### config.mk
export PLATFORM = sky130hd
export DESIGN_NAME = payload_writer
export DESIGN_NICKNAME = d
export VERILOG_FILES = /design/src/rtl/payload_writer.sv
export SDC_FILE = /design/constraint.sdc
export NUM_CORES = 1
export LEC_CHECK = 0
export CAP_MARGIN = 20
export CORE_UTILIZATION = 40
export DETAILED_ROUTE_END_ITERATION = 8
export MAX_ROUTING_LAYER = met4
export PLACE_DENSITY = 0.76
export SLEW_MARGIN = 20
export SYNTH_ARGS = -nofsm -noshare
export SYNTH_HDL_FRONTEND = slang
export SYNTH_SLANG_ARGS = --single-unit
### constraint.sdc
create_clock -name clk -period 1.7 [get_ports clk]
set_input_delay 0.255 -clock clk [delete_from_list [all_inputs] [get_ports clk]]
set_output_delay 0.255 -clock clk [all_outputs]
set_load 0.005 [all_outputs]
### src/rtl/payload_writer.sv
// rtl/payload_writer.sv - packet-to-block writer for the payload buffer, emits packet descriptors
// Optional PAYLOAD_WRITER_DROP_EN: drop packets that do not fit instead of stalling.
module payload_writer #(
    parameter int DATA_BYTES = 16,
    parameter int ADDR_W     = 10,
    parameter int CAP_W      = 11,
    parameter int TTL_W      = 8,
    parameter int LEN_W      = 14,
    parameter int BCNT_W     = 5
) (
    input  logic                    clk,
    input  logic                    rst_n,
    input  logic                    in_valid,
    output logic                    in_ready,
    input  logic                    in_sop,
    input  logic                    in_eop,
    input  logic [8*DATA_BYTES-1:0] in_data,
    input  logic [BCNT_W-1:0]       in_bytes,
    input  logic [LEN_W-1:0]        in_len,
    input  logic [TTL_W-1:0]        in_ttl,
    output logic                    wr_isLast,
    output logic [8*DATA_BYTES-1:0] wr_data,
    output logic [TTL_W-1:0]        wr_ttl,
    output logic [BCNT_W-1:0]       wr_byteCount,
    input  logic [ADDR_W-1:0]       wr_address,
    input  logic [CAP_W-1:0]        wr_capacity,
    output logic                    desc_valid,
    input  logic                    desc_ready,
    output logic [ADDR_W-1:0]       desc_addr,
    output logic [LEN_W-1:0]        desc_len,
    output logic [TTL_W-1:0]        desc_ttl,
`ifdef PAYLOAD_WRITER_DROP_EN
    output logic [15:0]             drop_count,
`endif
    output logic                    err_len
);

    localparam int NW = LEN_W + 1;
    localparam int CW = (CAP_W > NW) ? CAP_W : NW;

    typedef enum logic [2:0] {
        S_IDLE, S_CHECK, S_STREAM, S_FINAL, S_DESC, S_DROP
    } state_t;

    state_t           state;
    logic [NW-1:0]    need_calc;
    logic [NW-1:0]    need_q;
    logic [NW-1:0]    beat_cnt;
    logic [LEN_W-1:0] byte_acc;
    logic [TTL_W-1:0] ttl_q;
    logic             accept;
    logic             cap_ok;

    // Zero-length packets still occupy one block.
    always_comb begin
        need_calc = ({1'b0, in_len} + NW'(DATA_BYTES - 1)) / NW'(DATA_BYTES);
        if (in_len == '0) begin
            need_calc = NW'(1);
        end
    end

    assign accept = in_valid && in_ready && (state == S_STREAM);
    assign cap_ok = CW'(wr_capacity) >= CW'(need_q);

    always_ff @(posedge clk or negedge rst_n) begin
        if (!rst_n) begin
            state        <= S_IDLE;
            in_ready     <= 1'b0;
            wr_isLast    <= 1'b0;
            wr_data      <= '0;
            wr_ttl       <= '0;
            wr_byteCount <= '0;
            desc_valid   <= 1'b0;
            desc_addr    <= '0;
            desc_len     <= '0;
            desc_ttl     <= '0;
            err_len      <= 1'b0;
            need_q       <= '0;
            beat_cnt     <= '0;
            byte_acc     <= '0;
            ttl_q        <= '0;
`ifdef PAYLOAD_WRITER_DROP_EN
            drop_count   <= '0;
`endif
        end else begin
            wr_byteCount <= '0;
            wr_isLast    <= 1'b0;
            err_len      <= 1'b0;
            case (state)
                S_IDLE: begin
                    if (in_valid && in_sop) begin
                        need_q   <= need_calc;
                        ttl_q    <= in_ttl;
                        beat_cnt <= '0;
                        byte_acc <= '0;
                        state    <= S_CHECK;
                    end
                end
                S_CHECK: begin
                    if (cap_ok) begin
                        in_ready <= 1'b1;
                        state    <= S_STREAM;
                    end
`ifdef PAYLOAD_WRITER_DROP_EN
                    else begin
                        in_ready <= 1'b1;
                        state    <= S_DROP;
                    end
`endif
                end
                S_STREAM: begin
                    if (accept) begin
                        wr_byteCount <= in_bytes;
                        wr_data      <= in_data;
                        wr_ttl       <= ttl_q;
                        wr_isLast    <= (beat_cnt == '0);
                        beat_cnt     <= beat_cnt + NW'(1);
                        byte_acc     <= byte_acc + LEN_W'(in_bytes);
                        if (in_eop) begin
                            in_ready <= 1'b0;
                            state    <= S_FINAL;
                        end
                    end
                end
                S_FINAL: begin
                    // Last block is on the bus now, so wr_address is the list head.
                    desc_addr  <= wr_address;
                    desc_len   <= byte_acc;
                    desc_ttl   <= ttl_q;
                    desc_valid <= 1'b1;
                    err_len    <= (beat_cnt != need_q);
                    state      <= S_DESC;
                end
                S_DESC: begin
                    if (desc_ready) begin
                        desc_valid <= 1'b0;
                        state      <= S_IDLE;
                    end
                end
`ifdef PAYLOAD_WRITER_DROP_EN
                S_DROP: begin
                    if (in_valid && in_ready && in_eop) begin
                        in_ready <= 1'b0;
                        if (drop_count != 16'hFFFF) begin
                            drop_count <= drop_count + 16'd1;
                        end
                        state <= S_IDLE;
                    end
                end
`endif
                default: begin
                    in_ready <= 1'b0;
                    state    <= S_IDLE;
                end
            endcase
        end
    end

endmodule

Word level (Yosys, flattened, before mapping) --
Index checks and enable logic that the tools add are counted. Widths: inputs -> output; s select.
Word-level totals: input bits 182, bits in registers 232
Operators by class: bitwise operators 1, add/subtract/negate cells 3, equal/unequal tests 10, multiplexer cells 24, reductions and logical operators 15, $lt $le $gt $ge 1
Operators by type and width (number):
- $mux 15 | 2
- $pmux 15 s2 | 1
- $mux 14 | 2
- $pmux 14 s2 | 1
- $add 14x4->15 const B | 1
- $add 15x1->15 const B | 1
- $ge 11x15->1 | 1
- $logic_not 15->1 | 1
- $mux 3 | 5
- $ne 15x15->1 | 1
- $pmux 3 s5 | 1
- $add 14x5->14 | 1
- $logic_not 14->1 | 1
- $mux 11 | 1
- $mux 5 | 2
- $ne 2x2->1 const B | 5
- $mux 1 | 7
- $eq 3x2->1 const B | 2
- $reduce_and 2->1 | 3
- $reduce_and 5->1 | 1
- $reduce_and 4->1 | 1
- $reduce_bool 2->1 | 2
- $eq 3x1->1 const B | 1
- $eq 3x3->1 const B | 1
- 7 further kinds | 9

Longest topological paths before layout --
word-level depth 4, depth in mapped cells 8, depth with buffers taken out 8

Least setup slack after synthesis --
No wires, ideal clock.
path kind register to register, start reg byte_acc[3], end reg byte_acc[11], data arrival time 1727 ps, library setup time 66 ps, required time 1634 ps, buffers on the path 0, slack -93 ps, stages on the path, launching flop included 7, cell sequence dfrtp_1 -> ha_1 -> o21ai_0 -> o21ai_0 -> o211ai_2 -> or4_1 -> nand2_1
On the way: cells in the longest elaborated chain, start to end 3
Ends and longest elaborated chain:
- start: declaration | RTL line 49 | logic [LEN_W-1:0] byte_acc;
- start signal: assignment | RTL line 118 | byte_acc <= byte_acc + LEN_W'(in_bytes);
- $add 14x5->14 | RTL line 118
- $mux 14 | RTL line 112 | if (accept) begin
- $pmux 14 s2 | RTL line 89 | case (state)
Every way passes these cells. The select of a mux whose other input is x is not followed. A chain may end at the register's enable or synchronous reset.

Worst setup path in the final report --
start reg state[2], end reg in_ready
On the way: cells in the longest elaborated chain, start to end 4, elaborated cells between the ends (all ways) 13, those cells by class 7 x eq/ne; 1 x mux; 1 x bitwise; 4 x reduce/logical
Ends and longest elaborated chain:
- start: declaration | RTL line 45 | state_t state;
- start signal: assignment | RTL line 67 | state <= S_IDLE;
- start signal: assignment | RTL line 96 | state <= S_CHECK;
- start signal: assignment | RTL line 102 | state <= S_STREAM;
- $eq 3x2->1, or another cell as far along | RTL line 62, 89
- $logic_and 1x1->1 or $reduce_or 3->1 (tied branches)
- $ne 2x2->1 (no line) or $not 1->1 (tied branches)
- $reduce_and 4->1 (no line)
- end signal: assignment | RTL line 68 | in_ready <= 1'b0;
- end signal: assignment | RTL line 101 | in_ready <= 1'b1;
- end signal: assignment | RTL line 120 | in_ready <= 1'b0;
- end: declaration | RTL line 14 | output logic in_ready,
Parallel ways exist; a longest one is shown, timed or not.

==> flow_summary.html <==
<table>
<tr><th>Metric</th><th>Value</th></tr>
<tr><th colspan="2">Clock network</th></tr>
<tr><td>Clock latency on the worst-skew pair</td><td>510 ps</td></tr>
<tr><td>TritonCTS clock tree</td><td>built</td></tr>
<tr><td>Clock tree root driver cell</td><td>clkbuf_16</td></tr>
<tr><td>CTS clock-pin slew for the worst setup and hold paths</td><td>60 ps</td></tr>
<tr><td>Total clock sinks</td><td>228</td></tr>
<tr><td>Count of H-tree levels built during CTS</td><td>1</td></tr>
<tr><td>Maximum buffer depth of the clock tree</td><td>3</td></tr>
<tr><td>Clock buffers created by TritonCTS</td><td>26</td></tr>
<tr><th colspan="2">Route</th></tr>
<tr><td>Count of nets left with antenna violations after detail routing</td><td>0</td></tr>
<tr><td>Met2 wire len</td><td>16700 um</td></tr>
<tr><td>Wire length on met3</td><td>2030 um</td></tr>
<tr><td>Met1 routed wirelength after detailed routing</td><td>13300 um</td></tr>
<tr><td>Routed WL</td><td>32700 um</td></tr>
<tr><td>Overall via count from detail_route</td><td>8798</td></tr>
<tr><td>Count of routing violations after the opening detailed-route iteration</td><td>544</td></tr>
<tr><td>Top routing layer in use</td><td>met4</td></tr>
<tr><td>Final routed DRC violation total</td><td>0</td></tr>
<tr><td>Via density</td><td>4.89</td></tr>
<tr><td>Routed wire length per instance</td><td>18.2 um</td></tr>
<tr><td>TritonRoute pass-1 iters</td><td>5</td></tr>
<tr><th colspan="2">Power and ir drop</th></tr>
<tr><td>Static leakage</td><td>7.89 nW</td></tr>
<tr><td>Power density of the placed cells</td><td>1590 mW/mm^2</td></tr>
<tr><td>Worst vdd rail ir drop</td><td>0.927 mV</td></tr>
<tr><th colspan="2">Hold path</th></tr>
<tr><td>Worst hold-check path type</td><td>primary input to register</td></tr>
<tr><td>Hold worst-path end</td><td>wr_data[32]</td></tr>
<tr><td>Hold path startpoint</td><td>in_data[32]</td></tr>
<tr><td>Count of cells along the worst hold path</td><td>3</td></tr>
<tr><th colspan="2">Setup path</th></tr>
<tr><td>Crit path capture type</td><td>register</td></tr>
<tr><td>Delay of the slowest critical-path stage</td><td>410 ps</td></tr>
<tr><td>Source of the worst register-to-register timing path</td><td>state[2]</td></tr>
<tr><td>FF-to-FF path depth</td><td>9</td></tr>
<tr><td>Slowest cell on crit path</td><td>dfrtp_1</td></tr>
<tr><td>Critical Path RT</td><td>2100 ps</td></tr>
<tr><td>Critical-path cell list</td><td>buf_6 -&gt; nor3b_2 -&gt; buf_4 -&gt; o211ai_1 -&gt; buf_4 -&gt; nor3_4 -&gt; a21oi_2 -&gt; buf_4 -&gt; a22o_1</td></tr>
<tr><td>Setup CP Type</td><td>register to register</td></tr>
<tr><td>Register-to-Register Setup Slack</td><td>-200 ps</td></tr>
<tr><td>Cell with the most instances on the worst path</td><td>buf_4</td></tr>
<tr><td>Worst Path Max Fanout</td><td>6</td></tr>
<tr><td>Critical path launch point type</td><td>register</td></tr>
<tr><td>Reg2Reg Capture Point</td><td>in_ready</td></tr>
<tr><td>Crit path arrival time</td><td>2300 ps</td></tr>
<tr><th colspan="2">Cells and area</th></tr>
<tr><td># nets final</td><td>1662</td></tr>
<tr><td>Fraction of final layout cells with drive strength greater than 1</td><td>16.5%</td></tr>
<tr><td>Count of inserted antenna diode cells</td><td>0</td></tr>
<tr><td>Fin area</td><td>0.0159 mm^2</td></tr>
<tr><td>P&amp;R area growth vs syn</td><td>64.9%</td></tr>
<tr><th colspan="2">Timing</th></tr>
<tr><td>Final slew viol count</td><td>0</td></tr>
<tr><td>Setup slack after layout</td><td>-201 ps</td></tr>
<tr><td>Total negative setup slack</td><td>-1280 ps</td></tr>
<tr><td>Final-report setup violation count</td><td>13</td></tr>
<tr><td>Post-route minimum period</td><td>1900 ps</td></tr>
<tr><td>Setup repair after global routing missed its margin</td><td>true</td></tr>
<tr><td>Relative max-transition margin</td><td>66.6%</td></tr>
<tr><td>Clock Skews</td><td>7.14 ps</td></tr>
<tr><td>Actual transition at the worst max-transition pin</td><td>500 ps</td></tr>
<tr><td>Number of hold violations in the final report</td><td>0</td></tr>
<tr><td>Final worst path period share</td><td>112%</td></tr>
<tr><td>Achievable Freq</td><td>526 MHz</td></tr>
<tr><th colspan="2">Placement</th></tr>
<tr><td>Dpl cell area</td><td>0.0142 mm^2</td></tr>
<tr><td>Detailed-placement wirelength estimate</td><td>21400 um</td></tr>
<tr><td>Final weighted congestion in routability-driven placement</td><td>0.873</td></tr>
<tr><td>Port buffer count</td><td>358</td></tr>
<tr><th colspan="2">Floorplanning</th></tr>
<tr><td>Chip Width</td><td>157 um</td></tr>
<tr><td>Initial standard-cell utilization of the core</td><td>41.0%</td></tr>
<tr><td>Die outline area</td><td>0.0248 mm^2</td></tr>
<tr><td>Area of the placeable core</td><td>0.0235 mm^2</td></tr>
<tr><td>Std cell rows</td><td>56</td></tr>
<tr><td>Top-level I/O count</td><td>359</td></tr>
<tr><td>Chip height</td><td>157 um</td></tr>
<tr><th colspan="2">Outcome</th></tr>
<tr><td>Result of the run</td><td>finished with violations</td></tr>
<tr><td>Failing checks</td><td>negative setup slack</td></tr>
<tr><th colspan="2">Synthesis</th></tr>
<tr><td>Cell types with the largest area share after synthesis</td><td>dfrtp_1 (59%), nand2_1 (18%), mux2_2 (3.7%)</td></tr>
<tr><td>Syn_area_per_cell</td><td>9.61 um^2</td></tr>
<tr><td>Commonest cells post-synth</td><td>nand2_1 (461), dfrtp_1 (228), nor2_1 (33), xor2_1 (33), mux2_2 (32)</td></tr>
<tr><td>Number of library cell types mapped by synthesis</td><td>52</td></tr>
<tr><td>Fraction of post-synthesis cell area in the top cell type by area</td><td>59.1%</td></tr>
<tr><td>Seq cells post-synth</td><td>228</td></tr>
<tr><td>Most area-hungry cell type in the Yosys netlist</td><td>dfrtp_1</td></tr>
<tr><td>Sequential share of the synthesized area</td><td>59.1%</td></tr>
<tr><td>Commonest register cell after synthesis</td><td>dfrtp_1</td></tr>
<tr><td>Mapped Cells</td><td>1004</td></tr>
<tr><td>Net count after synthesis</td><td>1205</td></tr>
<tr><td>Synthesis warning total</td><td>0</td></tr>
<tr><td>Post-synthesis async set-or-reset flop share</td><td>100%</td></tr>
<tr><td>Post-synthesis instance area</td><td>0.00965 mm^2</td></tr>
<tr><td>Number of flops mapped to enable cells by yosys</td><td>0</td></tr>
<tr><td>Most frequently used cell type in the post-synthesis netlist</td><td>nand2_1</td></tr>
<tr><th colspan="2">Global route</th></tr>
<tr><td>Maximum number of pins on one net before global-route repair</td><td>64</td></tr>
<tr><td>Via count of the first global-routing pass</td><td>8273</td></tr>
<tr><td>GR Util All Layers</td><td>23.7%</td></tr>
<tr><td>Number of antenna violations at the first check in global routing</td><td>0</td></tr>
<tr><td>Overall overflow remaining after global route</td><td>0</td></tr>
<tr><td>Wire length of the first global-routing pass</td><td>44300 um</td></tr>
<tr><th colspan="2">Job</th></tr>
<tr><td>Number of maximum-capacitance violations</td><td>0</td></tr>
</table>
## stage by stage
stage | util (%) | setup slack [ps] | hold slack [ps] | instances | power, mW
2_1_floorplan | - | -15.1 | -40.6 | 1004 | 12.3
3_3_place_gp | 60.3 | -576 | 224 | 1718 | 18.3
4_1_cts | 64.8 | -120 | 246 | 1775 | 24.7
3_5_place_dp | 60.3 | -580 | 230 | 1718 | 18.7
6_report | 67.6 | -201 | 266 | 1799 | 25.4
5_1_grt | 67.6 | -255 | 256 | 1799 | 26.8
## sequential cells by signal (all words and copies together), names as in the netlist, 3 cells and up
| signal | flops |
|---|---|
| wr_data | 128 |
| beat_cnt | 15 |
| byte_acc | 14 |
| desc_len | 14 |
| need_q | 11 |
| desc_addr | 10 |
| desc_ttl | 8 |
| ttl_q | 8 |
| wr_ttl | 8 |
| wr_byteCount | 5 |
| state | 3 |
## how the worst max path moves through the flow
stage | startpoint | slack (ps) | endpoint
2_1_floorplan | byte_acc[0] | -20 | byte_acc[8]
3_3_place_gp | in_bytes[0] | -580 | byte_acc[8]
3_5_place_dp | in_bytes[0] | -580 | byte_acc[8]
4_1_cts | state[0] | -120 | byte_acc[11]
5_1_grt | byte_acc[0] | -260 | byte_acc[10]
6_report | state[2] | -200 | in_ready
## worst max-delay path: cells and delay by family, from the launching register on
kind,cells,cell delay (ps)
buf+inv,4,630
flops,1,410
simple gates,2,320
compound gates,3,430
## power breakdown
part / total, mW / switching (mW) / internal [mW]
sequential: 8.86 / 1.25 / 7.61
clock: 5.80 / 2.23 / 3.58
combinational: 10.7 / 4.53 / 6.17
total: 25.4 / 8.01 / 17.4
## what timing repair did
| action | 4_1_cts | 5_1_grt |
|---|---|---|
| hold endpoints to repair | 49 | 0 |
| pin swaps | 10 | 24 |
| setup endpoints to repair | 35 | 192 |
| cloned | 0 | 14 |
| setup buffers | 9 | 12 |
| hold buffers | 1 | 0 |
| resized for setup | 37 | 55 |
## layout make-up
class	count	area [um^2]
Fill cell	1786	7620
Sequential cell	228	5710
Timing Repair Buffer	476	4880
Multi-Input combinational cell	710	3960
Clock buffer	36	759
Tap cell	319	399
Clock inverter	11	141
Inverter	19	71.3
## layout by cell type, fill, tap and decap left out, types with 5 or more instances in the layout
cell type / instances
ha_4: 6
clkdlybuf4s50_1: 332
nor2_1: 31
buf_12: 8
xnor2_1: 5
mux2_2: 31
inv_1: 15
clkinv_2: 5
clkbuf_8: 5
dfrtp_1: 228
buf_6: 10
nand4_1: 9
nand3_1: 11
nor4_1: 7
clkbuf_16: 37
buf_4: 84
dlygate4sd2_1: 15
o21ai_0: 9
xor2_1: 33
o211ai_1: 5
nand2_1: 458
dlymetal6s2s_1: 10
and2_1: 7
o22ai_1: 5
ha_1: 11
## routing by layer
| metal | global-route usage (%) | vias to the layer above |
|---|---|---|
| met1 | 29.1 | 4275 |
| met3 | 4.24 | 47 |
| met4 | 5.78 | 0 |
| li1 | - | 4144 |
| met2 | 40.4 | 332 |
| met5 | - | - |
## cells by family (layout without fill, tap and decap cells)
kind of cell / after synthesis / count (layout) / share of synthesized area [%]
AO/OA/AOI/OAI: 55 / 55 / 4.04
XOR/XNOR: 38 / 38 / 3.45
adder cells (fa/ha/maj): 19 / 19 / 2.54
buffers and inverters: 66 / 542 / 2.85
flip-flops: 228 / 228 / 59.1
multiplexers: 33 / 33 / 3.88
AND/OR/NAND/NOR: 565 / 565 / 24.1
Note: power is estimated with default switching activity, not from simulation.
